$ cat src/rtl/act_skew_feeder.sv
// Skews activation vectors into a systolic array: row r is delayed r+1 advancing cycles; stall freezes everything.
// Optional accept counter on stat_vec_count when ACT_SKEW_FEEDER_STATS_EN is defined (tied to 0 otherwise).
module act_skew_feeder #(
  parameter int ROWS            = 4,
  parameter int ACTIVATION_SIZE = 8
) (
  input  logic                            clk,
  input  logic                            resetn,
  input  logic                            in_valid,
  output logic                            in_ready,
  input  logic [ROWS*ACTIVATION_SIZE-1:0] in_vec,
  input  logic                            in_last,
  input  logic                            stall,
  output logic [ROWS*ACTIVATION_SIZE-1:0] out_vec,
  output logic [ROWS-1:0]                 out_valid,
  output logic                            tile_done,
  output logic [15:0]                     stat_vec_count
);

  localparam int CW = (ROWS > 1) ? $clog2(ROWS + 1) : 1;

  typedef enum logic [1:0] {IDLE, STREAM, DRAIN} state_t;

  state_t          state;
  logic [CW-1:0]   drain_cnt;
  logic [ROWS-1:0] last_q;
  logic            accept;
  logic            advance;

  assign advance  = !stall;
  assign in_ready = !stall && (state != DRAIN);
  assign accept   = in_valid && in_ready;

  for (genvar r = 0; r < ROWS; r++) begin : g_row
    logic [ACTIVATION_SIZE-1:0] dat [0:r];
    logic [r:0]                 vld;

    always_ff @(posedge clk or negedge resetn) begin
      if (!resetn) begin
        for (int s = 0; s <= r; s++) dat[s] <= '0;
        vld <= '0;
      end else if (advance) begin
        dat[0] <= accept ? in_vec[r*ACTIVATION_SIZE +: ACTIVATION_SIZE] : '0;
        vld[0] <= accept;
        for (int s = 1; s <= r; s++) begin
          dat[s] <= dat[s-1];
          vld[s] <= vld[s-1];
        end
      end
    end

    assign out_vec[r*ACTIVATION_SIZE +: ACTIVATION_SIZE] = dat[r];
    assign out_valid[r] = vld[r];
  end

  // The last flag rides alongside the longest (row ROWS-1) chain.
  always_ff @(posedge clk or negedge resetn) begin
    if (!resetn) begin
      last_q <= '0;
    end else if (advance) begin
      last_q[0] <= accept && in_last;
      for (int s = 1; s < ROWS; s++) last_q[s] <= last_q[s-1];
    end
  end

  assign tile_done = last_q[ROWS-1] && out_valid[ROWS-1];

  // DRAIN blocks new input until the last vector has left row 0 for long enough
  // that the next tile cannot overlap it in any row.
  always_ff @(posedge clk or negedge resetn) begin
    if (!resetn) begin
      state     <= IDLE;
      drain_cnt <= '0;
    end else if (advance) begin
      if (accept) begin
        if (in_last) begin
          if (ROWS == 1) begin
            state     <= IDLE;
            drain_cnt <= '0;
          end else begin
            state     <= DRAIN;
            drain_cnt <= CW'(ROWS - 1);
          end
        end else begin
          state <= STREAM;
        end
      end else if (state == DRAIN) begin
        drain_cnt <= drain_cnt - 1'b1;
        if (drain_cnt == CW'(1)) state <= IDLE;
      end
    end
  end

`ifdef ACT_SKEW_FEEDER_STATS_EN
  logic [15:0] vec_cnt;

  always_ff @(posedge clk or negedge resetn) begin
    if (!resetn) begin
      vec_cnt <= '0;
    end else if (accept && (vec_cnt != 16'hFFFF)) begin
      vec_cnt <= vec_cnt + 16'd1;
    end
  end

  assign stat_vec_count = vec_cnt;
`else
  assign stat_vec_count = '0;
`endif

endmodule

$ cat config.mk
export PLATFORM = sky130hd
export DESIGN_NAME = act_skew_feeder
export DESIGN_NICKNAME = d
export VERILOG_FILES = /design/src/rtl/act_skew_feeder.sv
export SDC_FILE = /design/constraint.sdc
export NUM_CORES = 1
export LEC_CHECK = 0
export ABC_AREA = 1
export CAP_MARGIN = 20
export CORE_ASPECT_RATIO = 0.5
export CORE_MARGIN = 4
export CORE_UTILIZATION = 45
export CTS_BUF_LIST = sky130_fd_sc_hd__clkbuf_8
export DETAILED_ROUTE_END_ITERATION = 8
export PLACE_DENSITY = 0.77
export SLEW_MARGIN = 20
export SYNTH_ARGS = -nofsm -noshare
export SYNTH_HDL_FRONTEND = slang
export SYNTH_SLANG_ARGS = --single-unit
$ cat constraint.sdc
create_clock -name clk -period 1.28 [get_ports clk]
set_clock_uncertainty 0.15 [all_clocks]
set_input_delay 0.128 -clock clk [delete_from_list [all_inputs] [get_ports clk]]
set_output_delay 0.128 -clock clk [all_outputs]
set_load 0.02 [all_outputs]
==> reports/results.ini, run 1 <==
[detailed_routing]
avgViaCountPerCell=4.55
highest_layer=met4
routedLengthMet1_um=3520
drt_iter0_drc=198
wl_met3_um=309
ant_nets=0
drc=0
wirelength_um=7820
dr.pass1.iters=4
dr_wl_met2_um=3910
wl_per_cell_um=13.0
vias=2739

[worst_hold_path]
min_delay_path_depth=3
min_to=last_q[1]
hold_class=input port to register
min_from=stall

[sta]
max_clock_freq_ghz=0.726
rsz0062_at_grt=yes
slew_viol_final=0
hold_ws_ns=0.0338
fin_ws_ns=-0.0975
setup_viol=31
hold_violations=0
fin_crit_sh_pct=108
finalCriticalPeriod_ns=1.38

[setup_path]
crit_path_max_incr_delay_ns=0.39
end_kind=register
cp_top_family=buffers and inverters
cp-start-kind=register
timing.reg2reg.setup_slack_ns=-0.1
critPathMaxFanout=5
critPathKind=register to register
required_ns=1.37
rr_startpoint=state[0]
r2r-end=g_row[3].dat[29]
rr_worst_depth=7
cp_num_buf_inv=4
path_cells=buf_4, inv_4, nand2_4, nand3_4, buf_12, clkbuf_16, o22ai_2
crit_path_top_delay_cell=dfrtp_1
critical_path_arrival_ns=1.47

[pwr]
ir_worst_vdd_mv=0.871
p_per_area_nw_per_um2=1550
p_leak_nw=2.57
power.total_mw=7.72

[final_layout]
area_delta_synth_final_pct=24.2
fill_cells=759
layout_commonest_cell=nand2_1
layout-drive-gt1-share_pct=22.7
nNetsFinal=520
final_cell_mix=nand2_1, dfrtp_1, inv_1
final_util_pct=57.3
diodes=0

[floorplanning]
die_h_um=74.8
floorplan.initialDensity_pct=46.2
fp.dieW_um=142
die_area_sq_um=10600
coreArea_sq_um=8710
rows=24
io_pins=91

[global_route]
antenna_found_initial=0
grt_pass1_wl_um=12400
grt_max_degree=49
grt.overflow.total=0
track_usage_pct=15.0
grt_pass1_vias=2646

[cts]
clk_path_buf_depth=2
clockRootBuffer=clkbuf_8
htreeDepth=3
cts_inserted_buffers=9
path_clk_slew_ns=0.09
clock_latency_ns=0.36
cts_tree=yes
cts_sinks=93

[logic_synthesis]
ys_seq_area_share_pct=57.9
yosysWarnings=0
synth.cell_area_sq_um=4020
synth_cell_type_count=19
ys_seq_elements=93
syn_area_per_cell_sq_um=9.62
netlist_instances=418

[outcome]
violations=negative setup slack
status=finished, violations left

[run]
maxCapViolCount=0

[place]
place.detailed.hpwl_um=5060
place_congestion=0.774
portBuffers=74

-- registers in the layout, summed over array words and instances, names as in the netlist --
signal	flops
g_row.dat	56
out_vec	24
drain_cnt	3
state	2
g_row.vld	4
last_q	4
-- cell usage after synthesis (all sizes together) --
master	number	area [sq um]
conb	1	3.75
dfrtp	93	2330
o21ai	48	244
clkbuf	4	15.0
ha	2	25.0
nand3	11	67.6
nand2	103	387
xor2	1	8.76
clkinv	1	3.75
o22ai	25	231
inv	70	265
nor2	3	11.3
buf	56	432
-- layout make-up --
| cell class | count | area, sq um | share of cell area [%] |
|---|---|---|---|
| flip-flops and latches | 93 | 2330 | 46.6 |
| multi-input cells | 209 | 1120 | 22.5 |
| repair buffers | 96 | 868 | 17.4 |
| inverters | 71 | 284 | 5.69 |
| well taps | 117 | 146 | 2.93 |
| clock buffers | 9 | 124 | 2.48 |
| clock inverters | 6 | 113 | 2.26 |
| repair inverters | 1 | 8.76 | 0.175 |
-- per-stage QoR --
stage | TNS, ns | worst slack [ns] | std cells | area [sq um]
2_1_floorplan | 0 | 0.0970 | 433 | 4080
3_3_place_gp | -1.81 | -0.151 | 578 | 4680
3_5_place_dp | -2.36 | -0.174 | 578 | 4680
4_1_cts | -0.441 | -0.106 | 596 | 4800
5_1_grt | -3.14 | -0.194 | 602 | 4990
6_report | -1.57 | -0.0975 | 602 | 4990
-- power by group --
group          internal [mW]  leakage, nW  total [mW]  switching [mW]
Combinational          0.769         1.23        1.84            1.07
Sequential              3.40         1.22        3.60           0.203
Clock                   1.28        0.108        2.28           0.999
-- worst max-delay path by stage --
| stage | from | endpoint | cells past startpoint | slack, ns |
|---|---|---|---|---|
| 2_1_floorplan | state[0] | g_row[1].dat[14] | 6 | 0.1 |
| 3_3_place_gp | state[1] | in_ready | 4 | -0.15 |
| 3_5_place_dp | in_valid | g_row[0].dat[6] | 5 | -0.17 |
| 4_1_cts | state[1] | in_ready | 4 | -0.11 |
| 5_1_grt | state[1] | in_ready | 4 | -0.19 |
| 6_report | state[0] | g_row[3].dat[29] | 7 | -0.1 |
-- logic make-up after synthesis --
| group | share of synthesized area, % |
|---|---|
| XOR/XNOR | 0.218 |
| AND/OR/NAND/NOR | 11.6 |
| adder cells (fa/ha/maj) | 0.622 |
| buffers and inverters | 17.8 |
| other | 0.0933 |
| flip-flops | 57.9 |
| AO/OA/AOI/OAI | 11.8 |
-- per-layer routing --
layer / global-route usage, % / vias to the layer above
li1: - / 1359
met1: 19.0 / 1325
met2: 25.3 / 49
met3: 5.27 / 6
met4: 3.83 / 0
met5: 0 / -
-- tightest hold or removal path: cells and delay by family --
kind,cells,cell delay (ns)
buffers and inverters,2,0.29
AO/OA/AOI/OAI,1,0.08
-- timing repair --
item	in CTS	in global routing
pin swaps	1	3
setup endpoints to repair	59	36
cloned	1	3
setup buffers	1	3
gates resized for setup	163	23
hold buffers	1	0
endpoints found under the hold margin	93	0
Note: power is estimated with default switching activity, not from simulation.
==> run 2: changes to the inputs <==
--- a/config.mk
+++ b/config.mk
@@ -13,5 +13,5 @@
 export CTS_BUF_LIST = sky130_fd_sc_hd__clkbuf_8
 export DETAILED_ROUTE_END_ITERATION = 8
-export PLACE_DENSITY = 0.77
+export PLACE_DENSITY = 0.76
 export SLEW_MARGIN = 20
 export SYNTH_ARGS = -nofsm -noshare
==> constraint.sdc (replaced) <==
create_clock -name clk -period 1.28 [get_ports clk]
set_clock_uncertainty 0.15 [all_clocks]
set_input_delay 0.32 -clock clk [delete_from_list [all_inputs] [get_ports clk]]
set_output_delay 0.32 -clock clk [all_outputs]
set_load 0.02 [all_outputs]
==> run 2 against run 1 <==
Effect of this change:
- the flow still finishes with violations (negative setup slack)
- critical endpoint is now in_ready
- first-iteration DRC count increased by 0.51%
- non-clock buffer count increased by 33
- cell count increased by 5.6%
- utilization increased by 4.8 points
- die area unchanged
- critical path type is now register to output port
- sequential cell count unchanged
- highest routed layer unchanged
==> reports/results.ini, run 2 (same netlist as run 1, synthesis figures left out) <==
[place]
placed_cell_area_sq_um=4750
place_inst=585
place.detailed.hpwl_um=5230
place_congestion=0.745
portBuffers=74
pre_cts_slack_ns=-0.425

[sta]
slew_viol_final=0
finalCriticalPeriod_ns=1.56
fin_crit_sh_pct=122
fin_ws_ns=-0.283
hold_violations=0
hold_ws_ns=0.248
setup_tns_ns=-10.54
rsz0062_at_grt=yes
max_clock_freq_ghz=0.640
setup_viol=77

[global_route]
grt_pass1_wl_um=12900
grt_max_degree=81
track_usage_pct=15.7
grt_pass1_vias=2844
grt.overflow.total=0
antenna_found_initial=0

[final_layout]
fin_area_sq_um=5420
fin_cells=636
diodes=0
top_register=g_row.dat
layout_commonest_cell=nand2_1
fill_cells=706
nNetsFinal=553
final_cell_mix=nand2_1, dfrtp_1, inv_1
final_util_pct=62.2
ff_latch_area_sq_um=2330
multi_input_area_sq_um=1110
largest_reg_flops=56
layout-drive-gt1-share_pct=27.7
area_delta_synth_final_pct=34.7

[pwr]
power.total_mw=7.97
p_per_area_nw_per_um2=1470
p_leak_nw=2.77
ir_worst_vdd_mv=0.745

[floorplanning]
coreArea_sq_um=8710
fp.dieW_um=142
die_area_sq_um=10600
die_h_um=74.8
floorplan.initialDensity_pct=46.2
io_pins=91
rows=24

[cts]
cts_inserted_buffers=9
clock_latency_ns=0.36
clockRootBuffer=clkbuf_8
cts_sinks=93
htreeDepth=3
path_clk_slew_ns=0.08
clk_path_buf_depth=2
cts_tree=yes

[worst_hold_path]
hold_class=input port to async pin

[detailed_routing]
drt_iter0_drc=199
vias=2914
ant_nets=0
wl_per_cell_um=12.9
wirelength_um=8210
avgViaCountPerCell=4.58
drc=0
dr.pass1.iters=4

[setup_path]
cp_top_family=flip-flops
crit_path_frequent_cell=nor2_4
critPathKind=register to output port
cp_num_buf_inv=2
required_ns=0.81
cp-start-kind=register
critPathMaxFanout=2
critical_path_arrival_ns=1.09
crit_path_max_incr_delay_ns=0.40
end_kind=output port
crit_path_top_delay_cell=dfrtp_1
path_cells=inv_2, nor2_4, nor2_4, buf_6

[outcome]
status=finished, violations left
violations=negative setup slack

[run]
maxCapViolCount=0

run 2: cell types whose count changed in the layout (fill, tap and decap cells not counted), sizes merged:
| cell | previous run | this run |
|---|---|---|
| clkbuf | 11 | 12 |
| clkinvlp | 3 | 0 |
| bufinv | 3 | 1 |
| clkinv | 1 | 3 |
| buf | 59 | 94 |
| inv | 71 | 72 |
run 2: final timing paths:
check	startpoint	to	slack, ns	cells after the start
worst max-delay path	state[1]	in_ready	-0.28	4
min in group clk	stall	g_row[0].dat[3]	0.30	4
max in group asynchronous	resetn	state[0]	0.28	3
worst min-delay path	resetn	out_vec[16]	0.25	2
worst min register to register	g_row[2].dat[8]	out_vec[16]	0.33	2
worst max register to register	state[0]	g_row[3].dat[24]	-0.22	8
run 2: layout make-up:
type | count | area share (%)
clock inverter | 4 | 0.832
sequential | 93 | 43.0
timing repair inverter | 1 | 0.208
multi-input combinational | 209 | 20.5
clock buffer | 12 | 3.05
timing repair buffer | 129 | 24.6
inverter | 71 | 5.15
tap | 117 | 2.70
run 2: what timing repair did:
item,4_1_cts,5_1_grt
hold buffers,1,0
buffers inserted,21,13
endpoints found under the hold margin,16,0
resized for setup,254,8
cloned,3,0
setup endpoints to repair,75,77
pin swaps,5,3
run 2: report_power, final:
part           switching [mW]  internal [mW]  total [mW]  leakage [nW]
clock                   0.960           1.05        2.01         0.112
combinational            1.14           1.16        2.29          1.44
sequential              0.264           3.40        3.66          1.22
total                    2.36           5.61        7.97          2.77
run 2: routing by layer:
metal / GRT usage, % / vias up / routed length (um)
li1: - / 1424 / -
met1: 18.4 / 1397 / 3380
met2: 28.1 / 76 / 4230
met3: 4.25 / 17 / 417
met4: 6.28 / 0 / 181
met5: 0 / - / 0
==> run 3: changes to the inputs <==
SETUP_SLACK_MARGIN = 0.4   (was not set)
==> run 3 against run 2 <==
Effect of this change:
- the flow finishes with violations (negative hold slack, negative setup slack)
- maximum frequency decreased by 0.14%
- sequential cell count stayed put
- clock power down 10%
==> reports/results.ini, run 3 (same netlist as run 1, synthesis figures left out) <==
[sta]
setup_tns_ns=-12.29
fin_crit_sh_pct=122
fin_ws_ns=-0.285
slew_viol_final=0
setup_viol=76
rsz0062_at_grt=yes
hold_violations=93
finalCriticalPeriod_ns=1.56
hold_ws_ns=-0.208
max_clock_freq_ghz=0.639

[detailed_routing]
vias=2941
drc=0
wl_per_cell_um=13.9
ant_nets=0
avgViaCountPerCell=4.65
wirelength_um=8780
drt_iter0_drc=213
dr.pass1.iters=4

[setup_path]
critical_path_arrival_ns=1.69
cp-start-kind=register
critPathKind=register to register
required_ns=1.40
critPathMaxFanout=6
end_kind=register
path_cells=buf_4, buf_6, buf_6, nand2_4, nand3_4, buf_12, buf_12, o22ai_4
crit_path_top_delay_cell=dfrtp_1
crit_path_max_incr_delay_ns=0.40

[pwr]
p_sw_mw=2.48
p_clk_share_pct=22.4
combPwrFrac_pct=32.0
p_leak_nw=2.81
power.total_mw=8.08
seqPwrFrac_pct=45.6
p_per_area_nw_per_um2=1410
internal_power_mw=5.60
power_switching_share_pct=30.7
ir_worst_vdd_mv=0.822

[run]
maxCapViolCount=0

[final_layout]
ff_latch_area_sq_um=2340
multi_input_area_sq_um=1270
top_register=g_row.dat
fin_cells=633
layout-drive-gt1-share_pct=34.3
layout_commonest_cell=nand2_1
final_cell_mix=nand2_1, dfrtp_1, inv_1
diodes=0
fin_area_sq_um=5710
area_delta_synth_final_pct=42.1
fill_cells=655
final_util_pct=65.6
largest_reg_flops=56
nNetsFinal=550

[cts]
clock_latency_ns=0.35
clockRootBuffer=clkbuf_8
cts_sinks=93
cts_inserted_buffers=9
path_clk_slew_ns=0.09
cts_tree=yes
clk_path_buf_depth=2
htreeDepth=3

[global_route]
grt_max_degree=45
grt_pass1_vias=2883
grt_util_met2_pct=29.0
grt_pass1_wl_um=13900
grtUsageMet3_pct=4.57
grt.overflow.total=0
track_usage_pct=16.7
top_usage_layer=met2
antenna_found_initial=0
met1_usage_pct=21.2

[place]
place_congestion=0.703
place_inst=585
portBuffers=74
pre_cts_slack_ns=-0.465
placed_cell_area_sq_um=4770
place.detailed.hpwl_um=4930

[outcome]
violations=negative hold slack, negative setup slack
status=finished, violations left

[floorplanning]
coreArea_sq_um=8710
fp.dieW_um=142
rows=24
io_pins=91
die_h_um=74.8
die_area_sq_um=10600
floorplan.initialDensity_pct=46.2

[worst_hold_path]
hold_class=input port to async pin

==> run 3: metal layers <==
metal / up-vias / share of wire [%]
met1: 1437 / 44
met5: - / 0
li1: 1426 / -
met2: 63 / 50
met4: 0 / 1.2
met3: 15 / 4.8
==> run 3: path summary, 6_finish.rpt <==
| kind | from | endpoint | slack, ns | cells after the start |
|---|---|---|---|---|
| setup / recovery | state[1] | g_row[3].dat[25] | -0.28 | 8 |
| hold / removal | resetn | g_row[3].vld[3] | -0.21 | 2 |
| setup reg to reg | state[1] | g_row[3].dat[25] | -0.28 | 8 |
| hold reg to reg | g_row[2].dat[10] | out_vec[18] | 0.32 | 2 |
| max in group asynchronous | resetn | g_row[1].dat[9] | 0.89 | 2 |
| min in group clk | stall | g_row[3].dat[23] | 0.10 | 2 |
==> run 3: critical path, delay by kind of cell, from the launching register on <==
| family | cells | cell delay [ns] |
|---|---|---|
| AO/OA/AOI/OAI | 1 | 0.09 |
| buffers and inverters | 5 | 0.67 |
| flip-flops | 1 | 0.40 |
| AND/OR/NAND/NOR | 2 | 0.17 |
==> run 3: layout make-up <==
type	count	area share [%]
clock buffer	12	2.89
clock inverter	4	0.416
inverter	71	5.01
multi-input combinational	209	22.3
sequential	93	41.0
tap	117	2.56
timing repair buffer	126	25.7
timing repair inverter	1	0.153
==> run 3: power by group through the flow <==
stage / clock (mW) / combinational, mW / sequential (mW)
2_1_floorplan: 0 / 1.24 / 3.74
3_3_place_gp: 0 / 1.81 / 3.66
3_5_place_dp: 0 / 1.87 / 3.68
4_1_cts: 1.85 / 2.38 / 3.67
5_1_grt: 1.99 / 2.81 / 3.73
6_report: 1.81 / 2.59 / 3.68
==> run 3: repair_timing <==
action	in CTS	in global routing
resized for setup	290	37
setup buffers	15	11
hold endpoints to repair	93	93
pin swaps	8	8
gates cloned	6	0
endpoints found under the setup margin	131	93
